`config.mk`:
```
export PLATFORM = sky130hd
export DESIGN_NAME = fetch_ctrl
export DESIGN_NICKNAME = d
export VERILOG_FILES = /design/src/rtl/fetch_ctrl_pkg.sv /design/src/rtl/fetch_buffer.sv /design/src/rtl/fetch_ctrl.sv
export SDC_FILE = /design/constraint.sdc
export NUM_CORES = 1
export LEC_CHECK = 0
export CORE_MARGIN = 2
export CORE_UTILIZATION = 31
export DETAILED_ROUTE_END_ITERATION = 10
export GPL_TIMING_DRIVEN = 0
export HOLD_SLACK_MARGIN = 0.15
export PLACE_DENSITY_LB_ADDON = 0.25
export SETUP_SLACK_MARGIN = 0.2
export SLEW_MARGIN = 10
export SYNTH_ARGS = -nofsm -noshare
export SYNTH_HDL_FRONTEND = slang
export SYNTH_SLANG_ARGS = --single-unit
```
`constraint.sdc`:
```
create_clock -name clk -period 4.3 [get_ports clk]
set_clock_uncertainty 0.15 [all_clocks]
set_input_delay 1.075 -clock clk [delete_from_list [all_inputs] [get_ports clk]]
set_output_delay 1.075 -clock clk [all_outputs]
set_load 0.005 [all_outputs]
```
`src/rtl/fetch_ctrl_pkg.sv`:
```
// rtl/fetch_ctrl_pkg.sv - shared widths, reset PC and fetch FSM state type
package fetch_ctrl_pkg;

  localparam int DATA_WIDTH          = 32;
  localparam int INST_MEM_ADDR_WIDTH = 10;

  localparam logic [DATA_WIDTH-1:0] RESET_PC = 32'h0000_0000;

  typedef enum logic [1:0] {
    FS_REQ,
    FS_WAIT,
    FS_KILL
  } fetch_state_e;

endpackage

```
`src/rtl/fetch_buffer.sv`:
```
// rtl/fetch_buffer.sv - one-entry valid/ready holding register for the IF/ID boundary
module fetch_buffer
  import fetch_ctrl_pkg::*;
(
  input  logic                  clk,
  input  logic                  rst_n,
  input  logic                  flush_i,
  input  logic                  fill_i,
  input  logic [DATA_WIDTH-1:0] fill_instr_i,
  input  logic [DATA_WIDTH-1:0] fill_pc_i,
  input  logic                  ready_i,
  output logic                  valid_o,
  output logic [DATA_WIDTH-1:0] instr_o,
  output logic [DATA_WIDTH-1:0] pc_o
);

  logic                  valid_q, valid_d;
  logic [DATA_WIDTH-1:0] instr_q, instr_d;
  logic [DATA_WIDTH-1:0] pc_q, pc_d;

  // Flush wins over a same-cycle fill or consume so stale work never reaches decode.
  always_comb begin
    valid_d = valid_q;
    instr_d = instr_q;
    pc_d    = pc_q;
    if (flush_i) begin
      valid_d = 1'b0;
    end else if (fill_i) begin
      valid_d = 1'b1;
      instr_d = fill_instr_i;
      pc_d    = fill_pc_i;
    end else if (valid_q && ready_i) begin
      valid_d = 1'b0;
    end
  end

  always_ff @(posedge clk or negedge rst_n) begin
    if (!rst_n) begin
      valid_q <= 1'b0;
      instr_q <= '0;
      pc_q    <= '0;
    end else begin
      valid_q <= valid_d;
      instr_q <= instr_d;
      pc_q    <= pc_d;
    end
  end

  assign valid_o = valid_q;
  assign instr_o = instr_q;
  assign pc_o    = pc_q;

endmodule

```
`src/rtl/fetch_ctrl.sv`:
```
// rtl/fetch_ctrl.sv - fetch PC sequencer with req/gnt/rvalid imem port and redirect kill
module fetch_ctrl
  import fetch_ctrl_pkg::*;
(
  input  logic                  clk,
  input  logic                  rst_n,
  input  logic                  redirect_i,
  input  logic [DATA_WIDTH-1:0] redirect_target_i,
  output logic                  imem_req_o,
  output logic [DATA_WIDTH-1:0] imem_addr_o,
  input  logic                  imem_gnt_i,
  input  logic                  imem_rvalid_i,
  input  logic [DATA_WIDTH-1:0] imem_rdata_i,
  output logic                  if_valid_o,
  output logic [DATA_WIDTH-1:0] if_instr_o,
  output logic [DATA_WIDTH-1:0] if_pc_o,
  output logic [DATA_WIDTH-1:0] if_pc_plus4_o,
  input  logic                  id_ready_i,
  output logic                  misalign_err_o
);

  fetch_state_e          state_q, state_d;
  logic [DATA_WIDTH-1:0] pc_q, pc_d;
  logic [DATA_WIDTH-1:0] req_pc_q, req_pc_d;
  logic                  run_q;
  logic                  misalign_err_q, misalign_err_d;
  logic                  buf_fill;
  logic                  buf_valid;

  always_comb begin
    state_d        = state_q;
    pc_d           = pc_q;
    req_pc_d       = req_pc_q;
    misalign_err_d = misalign_err_q;
    buf_fill       = 1'b0;
    imem_req_o     = 1'b0;
    unique case (state_q)
      FS_REQ: begin
        // Only ask when the buffer is free by the time the response lands.
        imem_req_o = run_q && (!buf_valid || id_ready_i);
        if (imem_req_o && imem_gnt_i) begin
          req_pc_d = pc_q;
          pc_d     = pc_q + 32'd4;
          state_d  = redirect_i ? FS_KILL : FS_WAIT;
        end
      end
      FS_WAIT: begin
        if (imem_rvalid_i) begin
          buf_fill = !redirect_i;
          state_d  = FS_REQ;
        end else if (redirect_i) begin
          state_d = FS_KILL;
        end
      end
      FS_KILL: begin
        if (imem_rvalid_i) state_d = FS_REQ;
      end
      default: state_d = FS_REQ;
    endcase
    if (redirect_i) begin
      pc_d = {redirect_target_i[DATA_WIDTH-1:2], 2'b00};
      if (redirect_target_i[1:0] != 2'b00) misalign_err_d = 1'b1;
    end
  end

  always_ff @(posedge clk or negedge rst_n) begin
    if (!rst_n) begin
      state_q        <= FS_REQ;
      pc_q           <= RESET_PC;
      req_pc_q       <= '0;
      run_q          <= 1'b0;
      misalign_err_q <= 1'b0;
    end else begin
      state_q        <= state_d;
      pc_q           <= pc_d;
      req_pc_q       <= req_pc_d;
      run_q          <= 1'b1;
      misalign_err_q <= misalign_err_d;
    end
  end

  fetch_buffer u_fetch_buffer (
    .clk          (clk),
    .rst_n        (rst_n),
    .flush_i      (redirect_i),
    .fill_i       (buf_fill),
    .fill_instr_i (imem_rdata_i),
    .fill_pc_i    (req_pc_q),
    .ready_i      (id_ready_i),
    .valid_o      (buf_valid),
    .instr_o      (if_instr_o),
    .pc_o         (if_pc_o)
  );

  assign imem_addr_o    = pc_q;
  assign if_valid_o     = buf_valid;
  assign if_pc_plus4_o  = if_pc_o + 32'd4;
  assign misalign_err_o = misalign_err_q;

endmodule

```
==> results.yml, run 1 <==
timing:
  finalSetupViolCount: 0
  fin_crit_ns: 3.92
  setup_ws_ns: 0.383
  fmax_mhz: 255
  slew_headroom_pct: 41.7
  hold_violations: 0
  hold_ws_ns: 0.312
  fin_crit_sh_pct: 91.1
  tightest_slew_ns: 0.868
  slew_violations: 0
  rsz0062_at_grt: "false"
cts:
  htreeDepth: 4
  hold_buffers: 0
  clock_sinks: 127
  clock_latency_ns: 0.41
  clk_pin_slew_ns: 0.05
  cts.path.max_buffers: 2
  cts_buffers: 17
  cts_root_buffer: "clkbuf_16"
  cts_tree: "built"
global_route:
  grt_use_total_pct: 17.1
  grt_pass1_vias: 4698
  antenna_found_initial: 0
  grt_max_degree: 66
  grt_overflow: 0
  grt_pass1_wl_um: 26100
detailed_routing:
  drt_first_pass_iters: 4
  drc: 0
  ant_nets: 0
  via_per_inst: 4.77
  num_vias: 4582
  drt-initial-drc-count: 155
  wl_per_cell_um: 17.5
  wl_um: 16800
worst_setup_path:
  setup.worst_path.start_class: "flip-flop"
  end_kind: "primary output"
  critPathBufInv: 2
  cp_num_cells: 7
  cp_slowest_cell: "clkdlybuf4s50_1"
  crit_fanout: 7
  rr_worst_depth: 6
  crit_family: "simple AND/OR/NAND/NOR gates"
  cp-startpoint: "u_fetch_buffer.pc_o[13]$_DFFE_PN0P_"
  critPathArrivalTime_ns: 2.69
  r2r-start: "state_q[1]$_DFFE_PN0P_"
  cpPeakStageDelay_ns: 0.52
  crit_required_ns: 3.07
  critPathKind: "reg2out"
  r2r_end: "imem_addr_o[31]$_DFFE_PN0P_"
  crit_end: "if_pc_plus4_o[23]"
  cp_cell_sequence: "and4_1, nand3_1, nor4_4, buf_4, nand4_1, xnor2_1, clkdlybuf4s50_1"
  r2r_slack_ns: 1.63
cells_and_area:
  num_antenna_cells: 0
  multi_input_area_um2: 2630
  layout_commonest_cell: "clkdlybuf4s50_1"
  drive_gt1_share_pct: 20.5
  seq_area_um2: 3180
  nNetsFinal: 786
  final_cells: 960
  final_cell_mix: "clkdlybuf4s50_1 (192), dfrtp_1 (126), mux2_2 (93)"
  fill_cells: 1705
  syn_to_final_growth_pct: 50.0
placed_design:
  pre_cts_slack_ns: 0.191
  hpwl_um: 12700
  numPlacedInstances: 925
  numPortBuffers: 193
  gp_congestion: 0.827
worst_hold_path:
  hp-class: "reg2reg"
  hold_start: "misalign_err_o$_DFFE_PN0P_"
pwr:
  p_leak_uw: 0.00365
  ir_worst_vdd_uv: 264
  total_power_uw: 4670
  powerDensity_nw_per_um2: 530
synthesis:
  synth_edf_count: 0
  synth.top_cell.area_share_pct: 54.0
  synth-async-reset-ratio_pct: 100
  synthDistinctLibCells: 41
  yosys_warnings: 0
  synth_area_leaders: "dfrtp_1 (54%), mux2_2 (18%), xor2_1 (3.9%), xnor2_1 (3.7%), nand2_1 (3.4%)"
  ys_seq_area_share_pct: 54.0
  yosys.area.top_type: "dfrtp_1"
  syn_area_um2: 5880
  synth_ff_type: "dfrtp_1"
  synthCells: 492
  synth_area_per_cell_um2: 12.0
  yosys_register_bits: 127
run_status:
  outcome: "finished clean"
floorplan:
  coreArea_um2: 18600
  die-height_um: 142
  fp.dieW_um: 142
  ios: 201
  rows: 50
  dieArea_um2: 20100
  initial_core_util_pct: 31.5
run:
  drv_cap: 0
==> worst min-delay path by stage <==
stage	cells after the start	endpoint
final	1	misalign_err_o$_DFFE_PN0P_
after global routing	1	misalign_err_o$_DFFE_PN0P_
after CTS	1	misalign_err_o$_DFFE_PN0P_
after detailed placement	1	misalign_err_o$_DFFE_PN0P_
after global placement	1	misalign_err_o$_DFFE_PN0P_
after floorplan	2	u_fetch_buffer.pc_o[2]$_DFFE_PN0P_
==> sequential cells by signal (all words and copies together), names as in the netlist <==
register / cells
misalign_err_o: 1
u_fetch_buffer.pc_o: 30
req_pc_q: 30
state_q: 2
u_fetch_buffer.instr_o: 32
u_fetch_buffer.valid_o: 1
imem_addr_o: 30
run_q: 1
==> repair_timing <==
action	4_1_cts	5_1_grt
endpoints found under the hold margin	0	0
gates resized for setup	8	4
setup endpoints to repair	18	12
setup buffers	1	3
pin swaps	1	3
==> cell families (layout without fill, tap and decap cells) <==
family | count (synthesis) | after routing | share of synthesized area, %
AND/OR/NAND/NOR | 145 | 145 | 13.4
flip-flops | 127 | 127 | 54.0
multiplexers | 95 | 95 | 18.1
XOR/XNOR | 51 | 51 | 7.60
AO/OA/AOI/OAI | 38 | 38 | 3.64
buffers and inverters | 32 | 261 | 2.60
adder cells (fa/ha/maj) | 2 | 2 | 0.425
other | 2 | 7 | 0.128
==> power breakdown <==
group / switching [uW] / internal (uW) / total (uW)
clock network: 491 / 934 / 1430
logic: 415 / 989 / 1400
registers: 321 / 1520 / 1840
==> through the flow <==
stage	TNS (ns)	util, %	instance area, um2
after floorplan	0	-	5900
after global placement	-368.33	43.6	8120
after detailed placement	0	43.7	8150
after CTS	0	47.1	8790
after global routing	0	47.3	8820
final	0	47.3	8820
==> cell usage after synthesis, types with 3 or more instances <==
cell      number
dfrtp_1      127
nand3_1       21
o211ai_1       4
nand2_1       54
and4_1         4
mux2_2        93
nor2_1         9
nand4_1       16
xnor2_1       25
o21ai_0       27
and2_1         5
or3_1          3
nor3_1         6
clkbuf_1      18
buf_4          6
a31oi_1        3
xor2_1        26
inv_1          5
and3_1         8
nor4_1         3
nor2b_1        3
==> routing by layer <==
layer	up-vias	part of all wire, %	GRT usage (%)
li1	2161	-	-
met1	2282	43	21.5
met2	120	51	29.1
met3	19	4.4	3.75
met4	0	1.7	6.32
met5	-	0	0
==> cell type report <==
cell class | instances | share of cell area, %
clock inverter | 7 | 1.25
timing repair buffer | 198 | 22.6
multi-input combinational | 338 | 29.8
tap | 234 | 3.32
sequential | 127 | 36.0
clock buffer | 24 | 5.35
inverter | 5 | 0.213
buffer | 27 | 1.52
(Power assumes the default switching activity.)
==> run 2, diff against run 1 <==
--- a/config.mk
+++ b/config.mk
@@ -10,7 +10,7 @@
 export DETAILED_ROUTE_END_ITERATION = 10
 export GPL_TIMING_DRIVEN = 0
 export HOLD_SLACK_MARGIN = 0.15
-export PLACE_DENSITY_LB_ADDON = 0.25
+export RECOVER_POWER = 100
 export SETUP_SLACK_MARGIN = 0.2
 export SLEW_MARGIN = 10
 export SYNTH_ARGS = -nofsm -noshare
==> run 2 against run 1 <==
Net effect: the run now ends with capacitance limit, slew limit left; total power decreased by 0.29%; die area unchanged; combinational power decreased by 9%; critical path depth unchanged; cell count decreased by 0.42%; register-to-register slack got worse by 0.64 ns; setup slack got worse by 0.16 ns; global-route usage increased by 0.22 points; sequential power about the same; sequential share of layout area increased by 0.23 points; flip-flop and latch count unchanged; largest power group unchanged.
==> results.yml, run 2 (synthesis results as in run 1) <==
timing:
  slew_violations: 55
  fin_crit_sh_pct: 94.9
  slew_headroom_pct: -103
  tightest_slew_ns: 3.04
  fin_crit_ns: 4.08
  hold_violations: 0
  fmax_mhz: 245
  rsz0062_at_grt: "true"
  setup_ws_ns: 0.220
  finalSetupViolCount: 0
worst_setup_path:
  r2r_end: "imem_addr_o[31]$_DFFE_PN0P_"
  cpPeakStageDelay_ns: 0.58
  end_kind: "primary output"
  setup.worst_path.start_class: "flip-flop"
  crit_fanout: 5
  r2r_slack_ns: 0.99
  crit_required_ns: 3.07
  crit_family: "simple AND/OR/NAND/NOR gates"
  critPathKind: "reg2out"
  critPathArrivalTime_ns: 2.86
  rr_worst_depth: 6
  cp_slowest_cell: "dlygate4sd3_1"
  cp_cell_sequence: "ha_1, nand4_1, nor3_1, nor2b_4, nor2b_1, xor2_1, dlygate4sd3_1"
  r2r-start: "state_q[0]$_DFFE_PN0P_"
  critPathBufInv: 1
floorplan:
  coreArea_um2: 18600
  rows: 50
  die-height_um: 142
  ios: 201
  initial_core_util_pct: 31.5
  fp.dieW_um: 142
  dieArea_um2: 20100
global_route:
  grt_use_total_pct: 17.4
  grt_pass1_vias: 4754
  antenna_found_initial: 0
  grt_overflow: 0
  grt_pass1_wl_um: 26400
  grt_max_degree: 74
worst_hold_path:
  hold_end: "misalign_err_o$_DFFE_PN0P_"
  hp-class: "reg2reg"
  whs_path_depth: 1
  hold_start: "misalign_err_o$_DFFE_PN0P_"
cts:
  hold_buffers: 0
  cts_buffers: 17
  cts_tree: "built"
  htreeDepth: 4
  clk_pin_slew_ns: 0.05
  cts_root_buffer: "clkbuf_16"
  clock_sinks: 127
  clock_latency_ns: 0.41
  cts.path.max_buffers: 2
cells_and_area:
  nNetsFinal: 784
  layout_commonest_cell: "dfrtp_1"
  num_antenna_cells: 0
  fill_cells: 1706
  syn_to_final_growth_pct: 49.0
  final_cell_mix: "dfrtp_1 (127), dlygate4sd3_1 (118), mux2_2 (93)"
  largest_reg_flops: 32
  drive_gt1_share_pct: 19.0
  final_cells: 956
detailed_routing:
  drt_first_pass_iters: 4
  wl_um: 17100
  via_per_inst: 4.83
  drt-initial-drc-count: 219
  drc: 0
  wl_per_cell_um: 17.8
  ant_nets: 0
  num_vias: 4621
placed_design:
  numPortBuffers: 193
  gp_congestion: 0.826
  hpwl_um: 12900
  numPlacedInstances: 925
  pre_cts_slack_ns: 0.179
run_status:
  violations: "capacitance limit, slew limit"
  outcome: "finished with violations"
pwr:
  ir_worst_vdd_uv: 292
  p_leak_uw: 0.00374
  powerDensity_nw_per_um2: 532
run:
  drv_cap: 1
run 2: worst max-delay path by stage:
stage          depth (start not counted)  slack (ns)                               start                                     to
3_3_place_gp                           1       -2.99                               rst_n  u_fetch_buffer.instr_o[7]$_DFFE_PN0P_
2_1_floorplan                          6        1.35  u_fetch_buffer.pc_o[2]$_DFFE_PN0P_                      if_pc_plus4_o[20]
4_1_cts                                7        0.19  u_fetch_buffer.pc_o[2]$_DFFE_PN0P_                      if_pc_plus4_o[20]
5_1_grt                                6        0.06  u_fetch_buffer.pc_o[5]$_DFFE_PN0P_                      if_pc_plus4_o[23]
6_report                               7        0.22  u_fetch_buffer.pc_o[2]$_DFFE_PN0P_                      if_pc_plus4_o[20]
3_5_place_dp                           7        0.18  u_fetch_buffer.pc_o[2]$_DFFE_PN0P_                      if_pc_plus4_o[20]
run 2: metal layers:
metal | track usage, % | wire length [um] | up-vias
li1 | - | - | 2161
met1 | 22.3 | 7570 | 2317
met2 | 29.0 | 8470 | 124
met3 | 3.44 | 687 | 19
met4 | 6.58 | 331 | 0
met5 | 0 | 0 | -
run 2: worst register-to-register path: stages, from the launching register on:
cell and delay [ns]:
dfrtp_1 0.37, buf_6 0.13, or3b_4 0.38, nor4_2 0.99, nand4_1 0.53, o311ai_0 0.46
o211ai_1 0.14
run 2: area by class of cell:
type	count	area, um2	share of cell area (%)
Sequential cell	127	3180	36.3
Multi-Input combinational cell	338	2550	29.1
Timing Repair Buffer	196	1960	22.4
Clock buffer	23	498	5.68
Tap cell	234	293	3.34
Buffer	27	133	1.51
Clock inverter	6	130	1.48
Inverter	5	18.8	0.214
run 2: power by group:
group          switching, uW  leakage [uW]  total [uW]  internal [uW]
Sequential               316       0.00157        1840           1520
Combinational            425       0.00186        1280            860
Clock                    503      0.000311        1540           1040
run 2: per-stage QoR:
stage | total power (uW) | hold WS, ns | instance area, um2 | utilization (%) | TNS, ns
2_1_floorplan | 2290 | 0.296 | 5900 | - | 0
3_3_place_gp | 3260 | 0.298 | 8120 | 43.6 | -377.83
3_5_place_dp | 3310 | 0.303 | 8150 | 43.7 | 0
4_1_cts | 4870 | 0.315 | 8810 | 47.3 | 0
5_1_grt | 4900 | 0.348 | 8760 | 47.0 | 0
6_report | 4660 | 0.303 | 8760 | 47.0 | 0
run 2: timing repair:
item | 4_1_cts | 5_1_grt
endpoints found under the hold margin | 0 | 0
resized for setup | 6 | 1
setup endpoints to repair | 13 | 9
pin swaps | 0 | 1
buffers inserted | 0 | 2
